<file path="src/rtl/mem_arbiter.sv">
// Two-master round-robin memory arbiter (CPU port m0, DMA/blitter port m1).
// A write grant is always followed by one dead cycle; reads return data one cycle after grant.
module mem_arbiter #(
    parameter int WIDTH = 32
) (
    input  logic             clk,
    input  logic             rst,
    input  logic             m0_req_i,
    input  logic             m0_we_i,
    input  logic [WIDTH-1:0] m0_addr_i,
    input  logic [WIDTH-1:0] m0_wdata_i,
    output logic             m0_gnt_o,
    output logic             m0_rvalid_o,
    output logic [WIDTH-1:0] m0_rdata_o,
    input  logic             m1_req_i,
    input  logic             m1_we_i,
    input  logic [WIDTH-1:0] m1_addr_i,
    input  logic [WIDTH-1:0] m1_wdata_i,
    output logic             m1_gnt_o,
    output logic             m1_rvalid_o,
    output logic [WIDTH-1:0] m1_rdata_o,
    output logic             memread_o,
    output logic             memwrite_o,
    output logic [WIDTH-1:0] memaddr_o,
    output logic [WIDTH-1:0] memwdata_o,
    input  logic [WIDTH-1:0] memrdata_i
);

    typedef enum logic [0:0] {
        ARB    = 1'b0,
        BUBBLE = 1'b1
    } arb_state_t;

    arb_state_t  state_r;
    arb_state_t  state_nxt_s;
    logic        ptr_r;        // 0 = m0 has priority, 1 = m1 has priority
    logic        rd_pend_r;
    logic        rd_owner_r;   // 0 = m0, 1 = m1
    logic [15:0] wait0_r;
    logic [15:0] wait1_r;
    logic        gnt0_s;
    logic        gnt1_s;
    logic        sat0_s;
    logic        sat1_s;
    logic        wr_gnt_s;
    logic        rd_gnt_s;
    logic        rvalid0_s;
    logic        rvalid1_s;

    // Saturating starvation counter: clears on grant, counts while left waiting.
    function automatic logic [15:0] wait_next(input logic req, input logic gnt,
                                              input logic [15:0] cnt);
        logic [15:0] res;
        if (gnt) begin
            res = 16'h0000;
        end else if (req && (cnt != 16'hFFFF)) begin
            res = cnt + 16'h0001;
        end else begin
            res = cnt;
        end
        return res;
    endfunction

    assign sat0_s = (wait0_r == 16'hFFFF);
    assign sat1_s = (wait1_r == 16'hFFFF);

    // Grant decision and next FSM state; nothing is granted in reset or in the bubble.
    always_comb begin
        gnt0_s      = 1'b0;
        gnt1_s      = 1'b0;
        state_nxt_s = state_r;
        if (rst) begin
            state_nxt_s = ARB;
        end else begin
            case (state_r)
                ARB: begin
                    if (m0_req_i && m1_req_i) begin
                        // A starved master overrides the pointer; m0 breaks a double tie.
                        if (sat0_s) begin
                            gnt0_s = 1'b1;
                        end else if (sat1_s) begin
                            gnt1_s = 1'b1;
                        end else if (ptr_r == 1'b0) begin
                            gnt0_s = 1'b1;
                        end else begin
                            gnt1_s = 1'b1;
                        end
                    end else if (m0_req_i) begin
                        gnt0_s = 1'b1;
                    end else if (m1_req_i) begin
                        gnt1_s = 1'b1;
                    end else begin
                        gnt0_s = 1'b0;
                        gnt1_s = 1'b0;
                    end
                    if ((gnt0_s && m0_we_i) || (gnt1_s && m1_we_i)) begin
                        state_nxt_s = BUBBLE;
                    end else begin
                        state_nxt_s = ARB;
                    end
                end
                BUBBLE: begin
                    state_nxt_s = ARB;
                end
                default: begin
                    state_nxt_s = ARB;
                end
            endcase
        end
    end

    assign wr_gnt_s = (gnt0_s && m0_we_i) || (gnt1_s && m1_we_i);
    assign rd_gnt_s = (gnt0_s && !m0_we_i) || (gnt1_s && !m1_we_i);

    // Memory-side mux driven from the granted master; idle bus is all zeros.
    always_comb begin
        memread_o  = 1'b0;
        memwrite_o = 1'b0;
        memaddr_o  = {WIDTH{1'b0}};
        memwdata_o = {WIDTH{1'b0}};
        if (gnt0_s) begin
            memread_o  = !m0_we_i;
            memwrite_o = m0_we_i;
            memaddr_o  = m0_addr_i;
            memwdata_o = m0_wdata_i;
        end else if (gnt1_s) begin
            memread_o  = !m1_we_i;
            memwrite_o = m1_we_i;
            memaddr_o  = m1_addr_i;
            memwdata_o = m1_wdata_i;
        end else begin
            memread_o  = 1'b0;
            memwrite_o = 1'b0;
        end
    end

    assign m0_gnt_o = gnt0_s;
    assign m1_gnt_o = gnt1_s;

    // rvalid is suppressed during reset so a read issued just before reset is dropped.
    assign rvalid0_s   = !rst && rd_pend_r && !rd_owner_r;
    assign rvalid1_s   = !rst && rd_pend_r && rd_owner_r;
    assign m0_rvalid_o = rvalid0_s;
    assign m1_rvalid_o = rvalid1_s;
    assign m0_rdata_o  = rvalid0_s ? memrdata_i : {WIDTH{1'b0}};
    assign m1_rdata_o  = rvalid1_s ? memrdata_i : {WIDTH{1'b0}};

    // FSM state register.
    always_ff @(posedge clk) begin
        if (rst) begin
            state_r <= ARB;
        end else begin
            state_r <= state_nxt_s;
        end
    end

    // Priority pointer moves to the other master only on an actual grant.
    always_ff @(posedge clk) begin
        if (rst) begin
            ptr_r <= 1'b0;
        end else if (gnt0_s) begin
            ptr_r <= 1'b1;
        end else if (gnt1_s) begin
            ptr_r <= 1'b0;
        end else begin
            ptr_r <= ptr_r;
        end
    end

    // Read-return tracking: one outstanding read, owner recorded at grant time.
    always_ff @(posedge clk) begin
        if (rst) begin
            rd_pend_r  <= 1'b0;
            rd_owner_r <= 1'b0;
        end else begin
            rd_pend_r  <= rd_gnt_s;
            rd_owner_r <= gnt1_s;
        end
    end

    // Per-master starvation counters.
    always_ff @(posedge clk) begin
        if (rst) begin
            wait0_r <= 16'h0000;
            wait1_r <= 16'h0000;
        end else begin
            wait0_r <= wait_next(m0_req_i, gnt0_s, wait0_r);
            wait1_r <= wait_next(m1_req_i, gnt1_s, wait1_r);
        end
    end

    mem_arbiter_chk u_chk (
        .clk      (clk),
        .rst      (rst),
        .gnt0     (gnt0_s),
        .gnt1     (gnt1_s),
        .wr_gnt   (wr_gnt_s),
        .memread  (memread_o),
        .memwrite (memwrite_o),
        .rvalid0  (rvalid0_s),
        .rvalid1  (rvalid1_s)
    );

endmodule

// Protocol invariants of the arbiter, kept apart from the datapath.
module mem_arbiter_chk (
    input logic clk,
    input logic rst,
    input logic gnt0,
    input logic gnt1,
    input logic wr_gnt,
    input logic memread,
    input logic memwrite,
    input logic rvalid0,
    input logic rvalid1
);

    a_one_grant: assert property (@(posedge clk) !(gnt0 && gnt1));
    a_one_strobe: assert property (@(posedge clk) !(memread && memwrite));
    a_one_rvalid: assert property (@(posedge clk) !(rvalid0 && rvalid1));
    a_bubble: assert property (@(posedge clk) disable iff (rst)
                               wr_gnt |=> !(gnt0 || gnt1));

endmodule

</file>
<file path="config.mk">
export PLATFORM = sky130hd
export DESIGN_NAME = mem_arbiter
export DESIGN_NICKNAME = d
export VERILOG_FILES = /design/src/rtl/mem_arbiter.sv
export SDC_FILE = /design/constraint.sdc
export NUM_CORES = 1
export LEC_CHECK = 0
export BUFFER_PORTS_ARGS = -buffer_cell sky130_fd_sc_hd__buf_2
export CORE_AREA = 2 2 118 120
export CTS_CLUSTER_DIAMETER = 40
export CTS_CLUSTER_SIZE = 16
export DETAILED_ROUTE_END_ITERATION = 12
export DIE_AREA = 0 0 120 122
export PLACE_DENSITY = 0.54
export SLEW_MARGIN = 20
export SYNTH_ARGS = -nofsm -noshare
export SYNTH_HDL_FRONTEND = slang
export SYNTH_SLANG_ARGS = --single-unit
</file>
<file path="constraint.sdc">
create_clock -name clk -period 6.65 [get_ports clk]
set_clock_uncertainty 0.2 [all_clocks]
set_input_delay 0.3325 -clock clk [delete_from_list [all_inputs] [get_ports clk]]
set_output_delay 0.3325 -clock clk [all_outputs]
set_load 0.005 [all_outputs]
</file>
# After elaboration in Yosys (flattened, before gate mapping)
# Index checks and enable logic that the tools add are counted.
dict set report totals {
  reg_bits 36
  out_inout_bits 134
  in_bits 166
  word_cells 65
}
dict set report classes {
  addsub 2
  n_mux 33
  eq_ne 4
  n_reduce_logical 19
  bitwise 1
}
# cell n
set op_table {}
lappend op_table {{32-bit two-way mux} 6}
lappend op_table {{16-bit by 1-bit adder with 16-bit output (second input constant)} 2}
lappend op_table {{16-bit == test (second input constant)} 2}
lappend op_table {{16-bit != test (second input constant)} 2}
lappend op_table {{1-bit two-way mux} 26}
lappend op_table {{1-bit logical AND} 10}
lappend op_table {{1-bit zero test} 4}
lappend op_table {{2-bit OR reduction} 2}
lappend op_table {{1-bit logical OR} 2}
lappend op_table {{1-bit one-hot mux with 2 select lines} 1}
lappend op_table {{2-bit nonzero test} 1}
lappend op_table {{1-bit NOT} 1}

# Longest topological paths before layout
# Gate-level depths: netlist of run 1.
dict set report logic_depth {
  word_depth 10
  mapped_depth 8
  ltp_nobuf 6
}

# Least setup slack after synthesis of run 1
# OpenSTA, ideal clock, no wires.
dict set report synth_timing {
  path_kind {register to output}
  from {reg wait1_r[0]}
  to {out memaddr_o[22]}
  arrival_ns 2.129
  path_slack_ns 3.988
  path_buffers 1
  stages_incl_launch_ff 8
  path_cell_list {dfxtp_1 > ha_1 > nand4_2 > or4_4 > a211oi_4 > nor3_4 > buf_6 > a22o_1}
}
# item line_no
set synth_lines {}
lappend synth_lines {{start: declaration} 40} ;# logic [15:0] wait1_r;
lappend synth_lines {{start signal: assignment} 188} ;# wait1_r <= wait_next(m1_req_i, gnt1_s, wait1_r);
lappend synth_lines {{16-bit == test} 65} ;# assign sat1_s = (wait1_r == 16'hFFFF);
lappend synth_lines {{1-bit two-way mux} 81} ;# end else if (sat1_s) begin
lappend synth_lines {{1-bit two-way mux} 79} ;# if (sat0_s) begin
lappend synth_lines {{1-bit two-way mux} 77} ;# if (m0_req_i && m1_req_i) begin
lappend synth_lines {{1-bit two-way mux} 75} ;# case (state_r)
lappend synth_lines {{1-bit two-way mux} 72} ;# if (rst) begin
lappend synth_lines {{1-bit two-way mux} 75}
lappend synth_lines {{1-bit two-way mux} 72}
lappend synth_lines {{via m0_gnt_o} 12} ;# output logic m0_gnt_o,
lappend synth_lines {{32-bit two-way mux} 121} ;# if (gnt0_s) begin
lappend synth_lines {{end: declaration} 24} ;# output logic [WIDTH-1:0] memaddr_o,
# The timed path passes the listed nets, and every way through them passes these cells. The select of a mux whose other input is x is not followed.

# Worst setup path in the final report of run 1
dict set report layout_timing {
  from {reg wait1_r[0]}
  to {out memaddr_o[30]}
}
dict set report layout_between {
  elab_chain_cells 10
}
# item line_no
set layout_lines {}
lappend layout_lines {{16-bit == test *} 65}
lappend layout_lines {{1-bit two-way mux} 81}
lappend layout_lines {{1-bit two-way mux} 79}
lappend layout_lines {{1-bit two-way mux} 77}
lappend layout_lines {{1-bit two-way mux} 75}
lappend layout_lines {{1-bit two-way mux} 72}
lappend layout_lines {{1-bit two-way mux} 75}
lappend layout_lines {{1-bit two-way mux} 72}
lappend layout_lines {{32-bit two-way mux} 126} ;# end else if (gnt1_s) begin
lappend layout_lines {{32-bit two-way mux *} 121}
# Every way passes the cells marked *; elsewhere a longest branch is shown, timed or not. The select of a mux whose other input is x is not followed.

==> out/qor.csv, run 1 <==
stage,metric,value,unit
clocking,ctsRootBufferMaster,sky130_fd_sc_hd__clkbuf_16,
worst_setup_path,critical_path.startpoint_type,flip-flop,
worst_setup_path,critPathSlowestCell,sky130_fd_sc_hd__buf_4,
yosys,synth_fp_nets,519,
yosys,synth-async-reset-ratio,0,%
clocking,tritoncts.num_buffers,5,
grt,grtUsageTotal,15.89,%
grt,antenna_found_initial,5,
clocking,cts_tree,built,
floorplanning,dieArea,14640,um2
sta,worst-slew-pin-transition,0.8312,ns
floorplanning,start_util,21.51,%
drt,routed_wire_length_per_instance,15.55,um
floorplanning,core.rowCount,43,
yosys,synth.yosys.seq_area_share,24.81,%
worst_setup_path,timing.critical_path.slowest_cell_delay,0.57,ns
drt,drt-pass1-iter-count,4,
sta,final-max-slew-violation-count,0,
floorplanning,core_area,13500,um2
run_status,run_status,"complete, no violations",
worst_setup_path,worstPathArrival,3.05,ns
placed_design,detailedPlacementHpwl,10.73,mm
grt,gr-total-overflow,0,
yosys,synth-seq-cells,36,
run,max_cap_violations,0,
worst_setup_path,critPathCaptureType,output pin,
layout,area_delta_synth_final,60.25,%
drt,routed-via-count,3834,
layout,post-route-util,34.48,%
floorplanning,boundaryPins,300,
placed_design,placed_area,4507,um2
layout,n_fill_cell,1481,
layout,fin_nets,803,
drt,ant_nets,0,
yosys,netlist_area,2905,um2
clocking,clk_pin_slew,0.05,ns
layout,multi_input_comb_area,2012,um2
drt,avgViaCountPerCell,4.699,
grt,grt_start_max_net_pins,71,
sta,summed_negative_setup_slack_over_all_endpoints,0,ns
clocking,holdBufCountCts,0,
yosys,synth.yosys.warnings,0,
yosys,synth_top_flop_cell,sky130_fd_sc_hd__dfxtp_1,
layout,sequential_cell_area,720.7,um2
worst_setup_path,crit_chain,ha_1 > nand4_2 > nor4_4 > o21ai_2 > a211oi_4 > buf_4 > a22o_1 > buf_2,
placed_design,gpl_congestion,0.8791,
clocking,insertion_delay,0.28,ns
worst_setup_path,crit_buf_inv,2,
yosys,synth-edff-count,0,
pwr,total_power_consumption,0.6307,mW
clocking,cts.repair_timing.setup_buffer_count,0,
worst_setup_path,family_with_the_most_delay_on_the_worst_path,buffers and inverters,
clocking,cts_num_sinks,36,
worst_setup_path,critical_path_required,6.12,ns
sta,final_hold_slack,0.1066,ns
sta,slew_headroom,44.59,%
sta,setup_violations,0,
layout,final_layout_size_suffix_gt1_share,50.63,%
sta,finalHoldViolCount,0,
grt,grt_first_pass_wirelength,18.41,mm
pwr,ir_drop,108.7,uV
yosys,synth_cell_type_count,37,
yosys,postSynthCellCount,351,
pwr,powerDensity,135.5,nW/um2
floorplanning,chipHeight,122,um
clocking,cts_resized,0,
layout,antennaDiodeCount,0,
clocking,longest_clk_path_bufs,2,
layout,final_area,4656,um2
sta,rsz0062_at_grt,false,
yosys,syn-mean-instance-area,8.277,um2
worst_setup_path,timing.setup.critical_path_class,reg -> out,
drt,drt-total-wl,12.69,mm
drt,drcViolationCount,0,
worst_setup_path,path_max_fanout,69,
sta,period_minus_slack,3.579,ns
sta,min_period_over_period,53.82,%
sta,timing.fmax,279.4,MHz
drt,detailedRoute.firstIterationViolations,110,
clocking,cts_h_tree_depth,2,
worst_hold_path,hold_path_class,in -> reg,
floorplanning,die_width,120,um
pwr,leakagePower,2.481,nW
grt,grt_pass1_vias,3562,
placed_design,portBuffers,299,
[state kept, by name, summed over array words and instances (netlist names)]
register / count
wait1_r: 16
rd_pend_r: 1
wait0_r: 16
rd_owner_r: 1
ptr_r: 1
state_r: 1
[per-stage QoR]
step	std cells	worst slack [ns]
floorplan	351	3.988
global placement	808	3.488
detailed placement	808	3.390
CTS	816	3.069
global route	816	2.872
finish	816	3.071
[worst register-to-register path, cell delays in order, from the launching register on]
cell and delay (ns):
sky130_fd_sc_hd__dfxtp_1 0.38, sky130_fd_sc_hd__ha_1 0.25, sky130_fd_sc_hd__nand4_2 0.20, sky130_fd_sc_hd__or4_4 0.61, sky130_fd_sc_hd__a211oi_4 0.34, sky130_fd_sc_hd__nor3_4 0.06, sky130_fd_sc_hd__buf_4 0.33, sky130_fd_sc_hd__a22o_1 0.33
[final cells by class]
type | instances | share of cell area [%]
Sequential cell | 36 | 15.48
Inverter | 6 | 0.4837
Clock buffer | 6 | 2.983
Tap cell | 180 | 4.837
Timing Repair Buffer | 303 | 32.79
Multi-Input combinational cell | 283 | 43.21
Clock inverter | 2 | 0.2150
[path summary, 6_finish.rpt]
kind	startpoint	endpoint	slack, ns	cells past startpoint
max reg2reg	wait1_r[0]	rd_pend_r	3.83	7
max	wait1_r[0]	memaddr_o[30]	3.07	8
min	m1_we_i	state_r	0.11	2
min reg2reg	wait0_r[1]	wait0_r[1]	0.28	2
[layout by cell type (no fill, tap or decap), types with 3 or more instances in the layout]
master	instances
sky130_fd_sc_hd__buf_2	299
sky130_fd_sc_hd__a22o_1	68
sky130_fd_sc_hd__and2_1	64
sky130_fd_sc_hd__dfxtp_1	36
sky130_fd_sc_hd__nor3_1	26
sky130_fd_sc_hd__nand3_1	18
sky130_fd_sc_hd__xor2_1	17
sky130_fd_sc_hd__nor2_1	17
sky130_fd_sc_hd__nand2_1	12
sky130_fd_sc_hd__xnor2_1	11
sky130_fd_sc_hd__nand4_1	9
sky130_fd_sc_hd__inv_1	6
sky130_fd_sc_hd__nor4_1	5
sky130_fd_sc_hd__clkbuf_16	5
sky130_fd_sc_hd__buf_4	4
sky130_fd_sc_hd__a21oi_1	3
[synth_stat cells, types with 4 or more instances]
| library cell | count | share of area, % |
|---|---|---|
| sky130_fd_sc_hd__buf_6 | 8 | 3.1 |
| sky130_fd_sc_hd__nor2_1 | 17 | 2.2 |
| sky130_fd_sc_hd__nor4_1 | 5 | 1.1 |
| sky130_fd_sc_hd__buf_2 | 4 | 0.69 |
| sky130_fd_sc_hd__nor3_1 | 26 | 4.5 |
| sky130_fd_sc_hd__inv_1 | 6 | 0.78 |
| sky130_fd_sc_hd__and2_1 | 64 | 14 |
| sky130_fd_sc_hd__xor2_1 | 17 | 5.1 |
| sky130_fd_sc_hd__nand3_1 | 18 | 3.1 |
| sky130_fd_sc_hd__clkbuf_1 | 14 | 1.8 |
| sky130_fd_sc_hd__nand2_1 | 12 | 1.6 |
| sky130_fd_sc_hd__xnor2_1 | 11 | 3.3 |
| sky130_fd_sc_hd__nand4_1 | 9 | 1.9 |
| sky130_fd_sc_hd__a22o_1 | 68 | 20 |
| sky130_fd_sc_hd__dfxtp_1 | 36 | 25 |
[per-layer routing]
layer	up-vias	global-route usage, %	routed length (um)
li1	1856	-	-
met1	1751	16.86	4687
met2	205	31.39	6677
met3	14	4.354	1189
met4	8	2.721	73
met5	-	0	63
[where the power goes]
group	switching [mW]	internal, mW	total [mW]	leakage, nW
logic	0.0835	0.0903	0.174	2.11
registers	0.00297	0.219	0.222	0.291
clock network	0.0870	0.148	0.234	0.0766
[logic make-up after synthesis]
kind of cell             Yosys count  share of synthesized area, %
XOR/XNOR                          28                         8.441
adder cells (fa/ha/maj)            2                        0.8612
buffers and inverters             32                         6.374
flip-flops                        36                         24.81
AO/OA/AOI/OAI                     79                         23.77
multiplexers                       1                        0.3445
AND/OR/NAND/NOR                  173                         35.40
Power figures use the tool's default switching activity.
==> inputs of run 2 (changes only) <==
clock period = 3.44 ns   (was 6.65 ns; I/O delays follow)
==> run 2 against run 1 <==
  * Combinational power up 95%
  * Via count shrank 2.2%
  * Register-to-register slack worse by 3.6 ns
  * Worst hold slack got worse by 0.074 ns
  * Power rose by 88%
  * Global-route usage fell by 0.27 points
  * Non-clock buffer count rose by 3
  * First-iteration DRC count decreased by 4.5%
  * Count of clock-buffer cells in the layout did not move
  * Cell area rose by 0.78%
  * Sequential power increased by 94%
  * Critical endpoint is now memaddr_o[31]
==> out/qor.csv, run 2 (same netlist as run 1, synthesis figures left out) <==
stage,metric,value,unit,change
floorplanning,core_area,13500,um2,unchanged
sta,final-max-slew-violation-count,0,,unchanged
worst_setup_path,critPathSlowestCell,sky130_fd_sc_hd__or4_4,,was sky130_fd_sc_hd__buf_4
layout,final_layout_size_suffix_gt1_share,50.31,%,was 50.63%
worst_setup_path,family_with_the_most_delay_on_the_worst_path,simple AND/OR/NAND/NOR gates,,was buffers and inverters
clocking,cts_tree,built,,unchanged
pwr,leakagePower,2.491,nW,was 2.481 nW
clocking,cts_num_sinks,36,,unchanged
sta,timing.fmax,305.6,MHz,
pwr,ir_drop,215.6,uV,was 108.7 uV
worst_setup_path,crit_buf_inv,2,,unchanged
sta,period_minus_slack,3.272,ns,
clocking,tritoncts.num_buffers,5,,unchanged
floorplanning,dieArea,14640,um2,unchanged
worst_setup_path,timing.setup.critical_path_class,reg -> out,,unchanged
sta,worst-slew-pin-transition,0.8008,ns,was 0.8312 ns
layout,most-common-layout-cells,"sky130_fd_sc_hd__buf_2 (299), sky130_fd_sc_hd__a22o_1 (68), sky130_fd_sc_hd__and2_1 (64)",,unchanged
sta,slew_headroom,46.61,%,was 44.59%
floorplanning,die_width,120,um,unchanged
clocking,insertion_delay,0.27,ns,was 0.28 ns
grt,grt_start_max_net_pins,71,,unchanged
layout,top_flop_regs,"wait0_r x16, wait1_r x16",,unchanged
drt,drt-total-wl,12.63,mm,was 12.69 mm
worst_setup_path,critPathCaptureType,output pin,,unchanged
pwr,p_int,0.8655,mW,was 0.4572 mW
clocking,cts_h_tree_depth,2,,unchanged
drt,avgViaCountPerCell,4.568,,was 4.699
drt,ant_nets,0,,unchanged
pwr,share_comb_of_total_power,28.7,%,was 27.6%
drt,detailedRoute.firstIterationViolations,105,,was 110
layout,area_delta_synth_final,61.50,%,was 60.25%
placed_design,detailedPlacementHpwl,10.69,mm,was 10.73 mm
sta,summed_negative_setup_slack_over_all_endpoints,0,ns,unchanged
clocking,clk_pin_slew,0.05,ns,about the same
pwr,powerDensity,252.6,nW/um2,was 135.5 nW/um2
sta,final_hold_slack,0.03275,ns,was 0.1066 ns
worst_setup_path,critical_path.startpoint_type,flip-flop,,unchanged
run_status,run_status,"complete, no violations",,unchanged
floorplanning,core.rowCount,43,,unchanged
layout,layout_commonest_cell,sky130_fd_sc_hd__buf_2,,unchanged
clocking,longest_clk_path_bufs,2,,unchanged
sta,rsz0062_at_grt,false,,unchanged
sta,setup_violations,0,,unchanged
floorplanning,boundaryPins,300,,unchanged
grt,antenna_found_initial,4,,was 5
grt,grtUsageTotal,15.61,%,was 15.89%
clocking,cts.repair_timing.setup_buffer_count,0,,unchanged
grt,gr-total-overflow,0,,unchanged
worst_setup_path,worstPathArrival,2.90,ns,was 3.05 ns
worst_setup_path,path_max_fanout,70,,was 69
placed_design,gpl_congestion,0.8801,,was 0.8791
pwr,sequentialPowerShare,36.3,%,was 35.3%
layout,fin_nets,806,,was 803
pwr,sw_frac_of_total,26.98,%,was 27.50%
clocking,ctsRootBufferMaster,sky130_fd_sc_hd__clkbuf_16,,unchanged
run,max_cap_violations,0,,unchanged
worst_setup_path,timing.critical_path.slowest_cell_delay,0.61,ns,was 0.57 ns
floorplanning,start_util,21.51,%,unchanged
drt,routed_wire_length_per_instance,15.39,um,was 15.55 um
grt,grt_pass1_vias,3486,,was 3562
drt,routed-via-count,3750,,was 3834
grt,grt_first_pass_wirelength,18.13,mm,was 18.41 mm
sta,finalHoldViolCount,0,,unchanged
pwr,part_of_the_total_power_dissipated_in_the_clock_network,35.0,%,was 37.2%
drt,drcViolationCount,0,,unchanged
placed_design,portBuffers,299,,unchanged
worst_hold_path,hold_path_class,in -> reg,,unchanged
worst_setup_path,critical_path_required,3.07,ns,was 6.12 ns
floorplanning,chipHeight,122,um,unchanged
worst_setup_path,crit_chain,ha_1 > nand4_2 > or4_4 > a211oi_4 > nor3_4 > buf_6 > a22o_1 > buf_2,,was ha_1 > nand4_2 > nor4_4 > o21ai_2 > a211oi_4 > buf_4 > a22o_1 > buf_2
pwr,power_switching,0.3198,mW,was 0.1734 mW
sta,min_period_over_period,95.13,%,
drt,drt-pass1-iter-count,4,,unchanged
==> run 2: worst paths after layout <==
kind,startpoint,to,slack (ns),cells after the start
worst max-delay path,wait1_r[0],memaddr_o[31],0.17,8
worst min-delay path,m0_we_i,rd_pend_r,0.03,3
worst max register to register,wait1_r[0],state_r,0.19,8
worst min register to register,wait0_r[1],wait0_r[1],0.28,2
==> run 2: metal layers <==
layer	up-vias	wire length, um	track usage [%]
met4	4	104	2.941
met5	-	21	0
met2	189	6600	30.65
met3	12	1093	4.120
li1	1866	-	-
met1	1679	4815	16.73
==> run 2: power groups by stage <==
stage | logic, mW | clock network [mW] | registers, mW
final | 0.340 | 0.415 | 0.430
after global routing | 0.370 | 0.442 | 0.431
after CTS | 0.345 | 0.427 | 0.430
after detailed placement | 0.342 | 0 | 0.439
after global placement | 0.339 | 0 | 0.439
after floorplan | 0.149 | 0 | 0.437
==> run 2: through the flow <==
| stage | instance area [um2] | util [%] | power, mW | worst slack, ns | std cells |
|---|---|---|---|---|---|
| global route | 4687 | 34.71 | 1.243 | 0.07072 | 819 |
| CTS | 4681 | 34.66 | 1.202 | 0.07701 | 818 |
| global placement | 4527 | 33.52 | 0.7776 | 0.4576 | 809 |
| finish | 4692 | 34.74 | 1.185 | 0.1677 | 821 |
| floorplan | 2905 | - | 0.5859 | 0.9390 | 351 |
| detailed placement | 4527 | 33.52 | 0.7809 | 0.3785 | 809 |
==> run 2: worst reg2reg max path, stage by stage (launching register included) <==
cell and delay (ns):
sky130_fd_sc_hd__dfxtp_1 0.39, sky130_fd_sc_hd__ha_1 0.25, sky130_fd_sc_hd__nand4_2 0.19, sky130_fd_sc_hd__or4_4 0.61
sky130_fd_sc_hd__a211oi_4 0.34, sky130_fd_sc_hd__nor3_4 0.07, sky130_fd_sc_hd__buf_6 0.25, sky130_fd_sc_hd__a22o_1 0.30
sky130_fd_sc_hd__dlygate4sd3_1 0.54
==> run 2: area by class of cell <==
class                           instances  area [um2]
Fill cell                            1443        8812
Timing Repair Buffer                  306        1570
Clock inverter                          1       5.005
Clock buffer                            6       128.9
Sequential cell                        36       720.7
Antenna cell                            3       7.507
Multi-Input combinational cell        283        2012
Inverter                                6       22.52
Tap cell                              180       225.2
==> run 2: repair_timing <==
action,in CTS,in global routing
hold endpoints to repair,1,0
gates resized for setup,0,1
endpoints found under the setup margin,0,18
hold buffers,2,0
==> inputs of run 3 (changes only) <==
CORE_AREA = 4 4 113 115   (was 2 2 118 120)
DIE_AREA = 0 0 117 119   (was 0 0 120 122)
PLACE_DENSITY = 0.6   (was 0.54)
SLEW_MARGIN = 30   (was 20)
==> run 3 against run 2 <==
  * Worst hold slack got worse by 0.0053 ns
  * Non-clock buffer count down 1
  * Clock power hardly changed
==> out/qor.csv, run 3 (same netlist as run 1, synthesis figures left out) <==
stage,metric,value,unit,change
run_status,run_status,"complete, no violations",,unchanged
grt,grt_start_max_net_pins,71,,unchanged
pwr,powerDensity,255.3,nW/um2,was 252.6 nW/um2
worst_setup_path,critPathCaptureType,output pin,,unchanged
clocking,insertion_delay,0.28,ns,was 0.27 ns
clocking,clk_pin_slew,0.05,ns,about the same
drt,drt-pass1-iter-count,4,,unchanged
drt,routed-via-count,3796,,was 3750
sta,setup_violations,0,,unchanged
sta,period_minus_slack,3.213,ns,was 3.272 ns
grt,antenna_found_initial,3,,was 4
grt,grt-busiest-layer,met2,,unchanged
placed_design,portBuffers,299,,unchanged
drt,ant_nets,0,,unchanged
grt,met2_usage,30.90,%,was 30.65%
clocking,tritoncts.num_buffers,5,,unchanged
grt,grtUsageTotal,16.61,%,was 15.61%
worst_setup_path,critical_path.startpoint_type,flip-flop,,unchanged
layout,n_fill_cell,1252,,was 1443
drt,routed_wire_length_per_instance,16.28,um,was 15.39 um
floorplanning,core.rowCount,40,,was 43
sta,final_hold_slack,0.02746,ns,was 0.03275 ns
layout,final_layout_size_suffix_gt1_share,50.39,%,was 50.31%
grt,grt.met1_usage,17.47,%,was 16.73%
sta,final-max-slew-violation-count,0,,unchanged
floorplanning,die_width,117,um,was 120 um
floorplanning,boundaryPins,300,,unchanged
sta,rsz0062_at_grt,false,,unchanged
layout,top_flop_regs,"wait0_r x16, wait1_r x16",,unchanged
layout,fin_nets,805,,was 806
floorplanning,core_area,11810,um2,was 13500 um2
sta,min_period_over_period,93.41,%,was 95.13%
layout,area_delta_synth_final,59.86,%,was 61.50%
sta,summed_negative_setup_slack_over_all_endpoints,0,ns,unchanged
grt,gr-total-overflow,0,,unchanged
floorplanning,chipHeight,119,um,was 122 um
grt,grt_first_pass_wirelength,18.33,mm,was 18.13 mm
sta,timing.fmax,311.2,MHz,was 305.6 MHz
grt,groute.layer.met3.usage,5.742,%,was 4.120%
clocking,cts.repair_timing.setup_buffer_count,0,,unchanged
clocking,cts_h_tree_depth,2,,unchanged
layout,most-common-layout-cells,"sky130_fd_sc_hd__buf_2 (299), sky130_fd_sc_hd__a22o_1 (68), sky130_fd_sc_hd__and2_1 (64)",,unchanged
worst_setup_path,timing.setup.critical_path_class,reg -> out,,unchanged
worst_setup_path,critical_path.startpoint,wait1_r[0],,unchanged
sta,finalHoldViolCount,0,,unchanged
clocking,longest_clk_path_bufs,2,,unchanged
layout,final_cell_count_no_fill,786,,was 821
worst_setup_path,path_max_fanout,70,,unchanged
grt,grt_pass1_vias,3551,,was 3486
clocking,cts_tree,built,,unchanged
drt,drcViolationCount,0,,unchanged
worst_hold_path,hold_path_class,in -> reg,,unchanged
pwr,leakagePower,2.485,nW,was 2.491 nW
placed_design,detailedPlacementHpwl,10.99,mm,was 10.69 mm
pwr,ir_drop,167.7,uV,was 215.6 uV
worst_hold_path,timing.hold.worst.start,m0_we_i,,unchanged
placed_design,gpl_congestion,0.9108,,was 0.8801
sta,worst-slew-pin-transition,0.7755,ns,was 0.8008 ns
run,max_cap_violations,0,,unchanged
worst_setup_path,critical_path_required,3.07,ns,about the same
clocking,cts_num_sinks,36,,unchanged
drt,detailedRoute.firstIterationViolations,90,,was 105
drt,drt-total-wl,12.80,mm,was 12.63 mm
drt,avgViaCountPerCell,4.830,,was 4.568
clocking,ctsRootBufferMaster,sky130_fd_sc_hd__clkbuf_16,,unchanged
layout,layout_commonest_cell,sky130_fd_sc_hd__buf_2,,unchanged
floorplanning,dieArea,13920,um2,was 14640 um2
worst_setup_path,worstPathArrival,2.84,ns,was 2.90 ns
sta,slew_headroom,48.30,%,was 46.61%
floorplanning,start_util,24.60,%,was 21.51%
placed_design,dp.cells,775,,was 809
worst_setup_path,r2r-start,wait1_r[0],,unchanged
## run 3: cell count changes in the layout (fill, tap and decap cells not counted)
| cell | previous run | this run |
|---|---|---|
| sky130_fd_sc_hd__diode_2 | 3 | 2 |
| sky130_fd_sc_hd__a21oi_2 | 0 | 1 |
| sky130_fd_sc_hd__buf_4 | 3 | 2 |
| sky130_fd_sc_hd__a21oi_1 | 3 | 2 |
## run 3: routing by layer
layer	wire length [um]	vias to the layer above	share of wire [%]
li1	-	1864	-
met1	4718	1686	37
met2	6423	218	50
met3	1415	22	11
met4	202	6	1.6
met5	35	-	0.27
## run 3: layout make-up
type / count / area (um2) / area share, %
well taps: 147 / 183.9 / 3.960
clock inverters: 1 / 5.005 / 0.1078
inverters: 6 / 22.52 / 0.4849
clock buffers: 6 / 128.9 / 2.775
repair buffers: 305 / 1563 / 33.65
diodes: 2 / 5.005 / 0.1078
multi-input cells: 283 / 2016 / 43.40
flip-flops and latches: 36 / 720.7 / 15.52
## run 3: metrics by stage
stage,setup WS [ns],instance area (um2),utilization (%),power [mW]
3_3_place_gp,0.4846,4478,37.91,0.7746
4_1_cts,0.1037,4636,39.25,1.209
3_5_place_dp,0.4147,4482,37.94,0.7797
2_1_floorplan,0.9390,2905,-,0.5859
6_report,0.2266,4644,39.32,1.186
5_1_grt,0.07768,4639,39.28,1.246
## run 3: power by group
| part | switching (mW) | leakage (nW) | internal (mW) |
|---|---|---|---|
| Sequential | 0.00560 | 0.291 | 0.424 |
| Clock | 0.155 | 0.0667 | 0.263 |
| Combinational | 0.161 | 2.13 | 0.178 |
## run 3: path summary, 6_finish.rpt
kind                                 endpoint  slack (ns)  cells after the start
worst min register to register     wait0_r[1]        0.30                      2
worst max-delay path            memaddr_o[16]        0.23                      8
worst min-delay path                rd_pend_r        0.03                      3
worst max register to register        state_r        0.23                      8
## run 3: what timing repair did
action | CTS | global route
resized for setup | 0 | 1
hold buffers | 2 | 0
setup endpoints to repair | 0 | 3
hold endpoints to repair | 1 | 0
## run 3: worst max-delay path: stages, from the launching register on
cell and delay, ns:
sky130_fd_sc_hd__dfxtp_1 0.38, sky130_fd_sc_hd__ha_1 0.24, sky130_fd_sc_hd__nand4_2 0.19, sky130_fd_sc_hd__or4_4 0.60, sky130_fd_sc_hd__a211oi_4 0.33, sky130_fd_sc_hd__nor3_4 0.07, sky130_fd_sc_hd__buf_6 0.25, sky130_fd_sc_hd__a22o_1 0.32
sky130_fd_sc_hd__buf_2 0.14
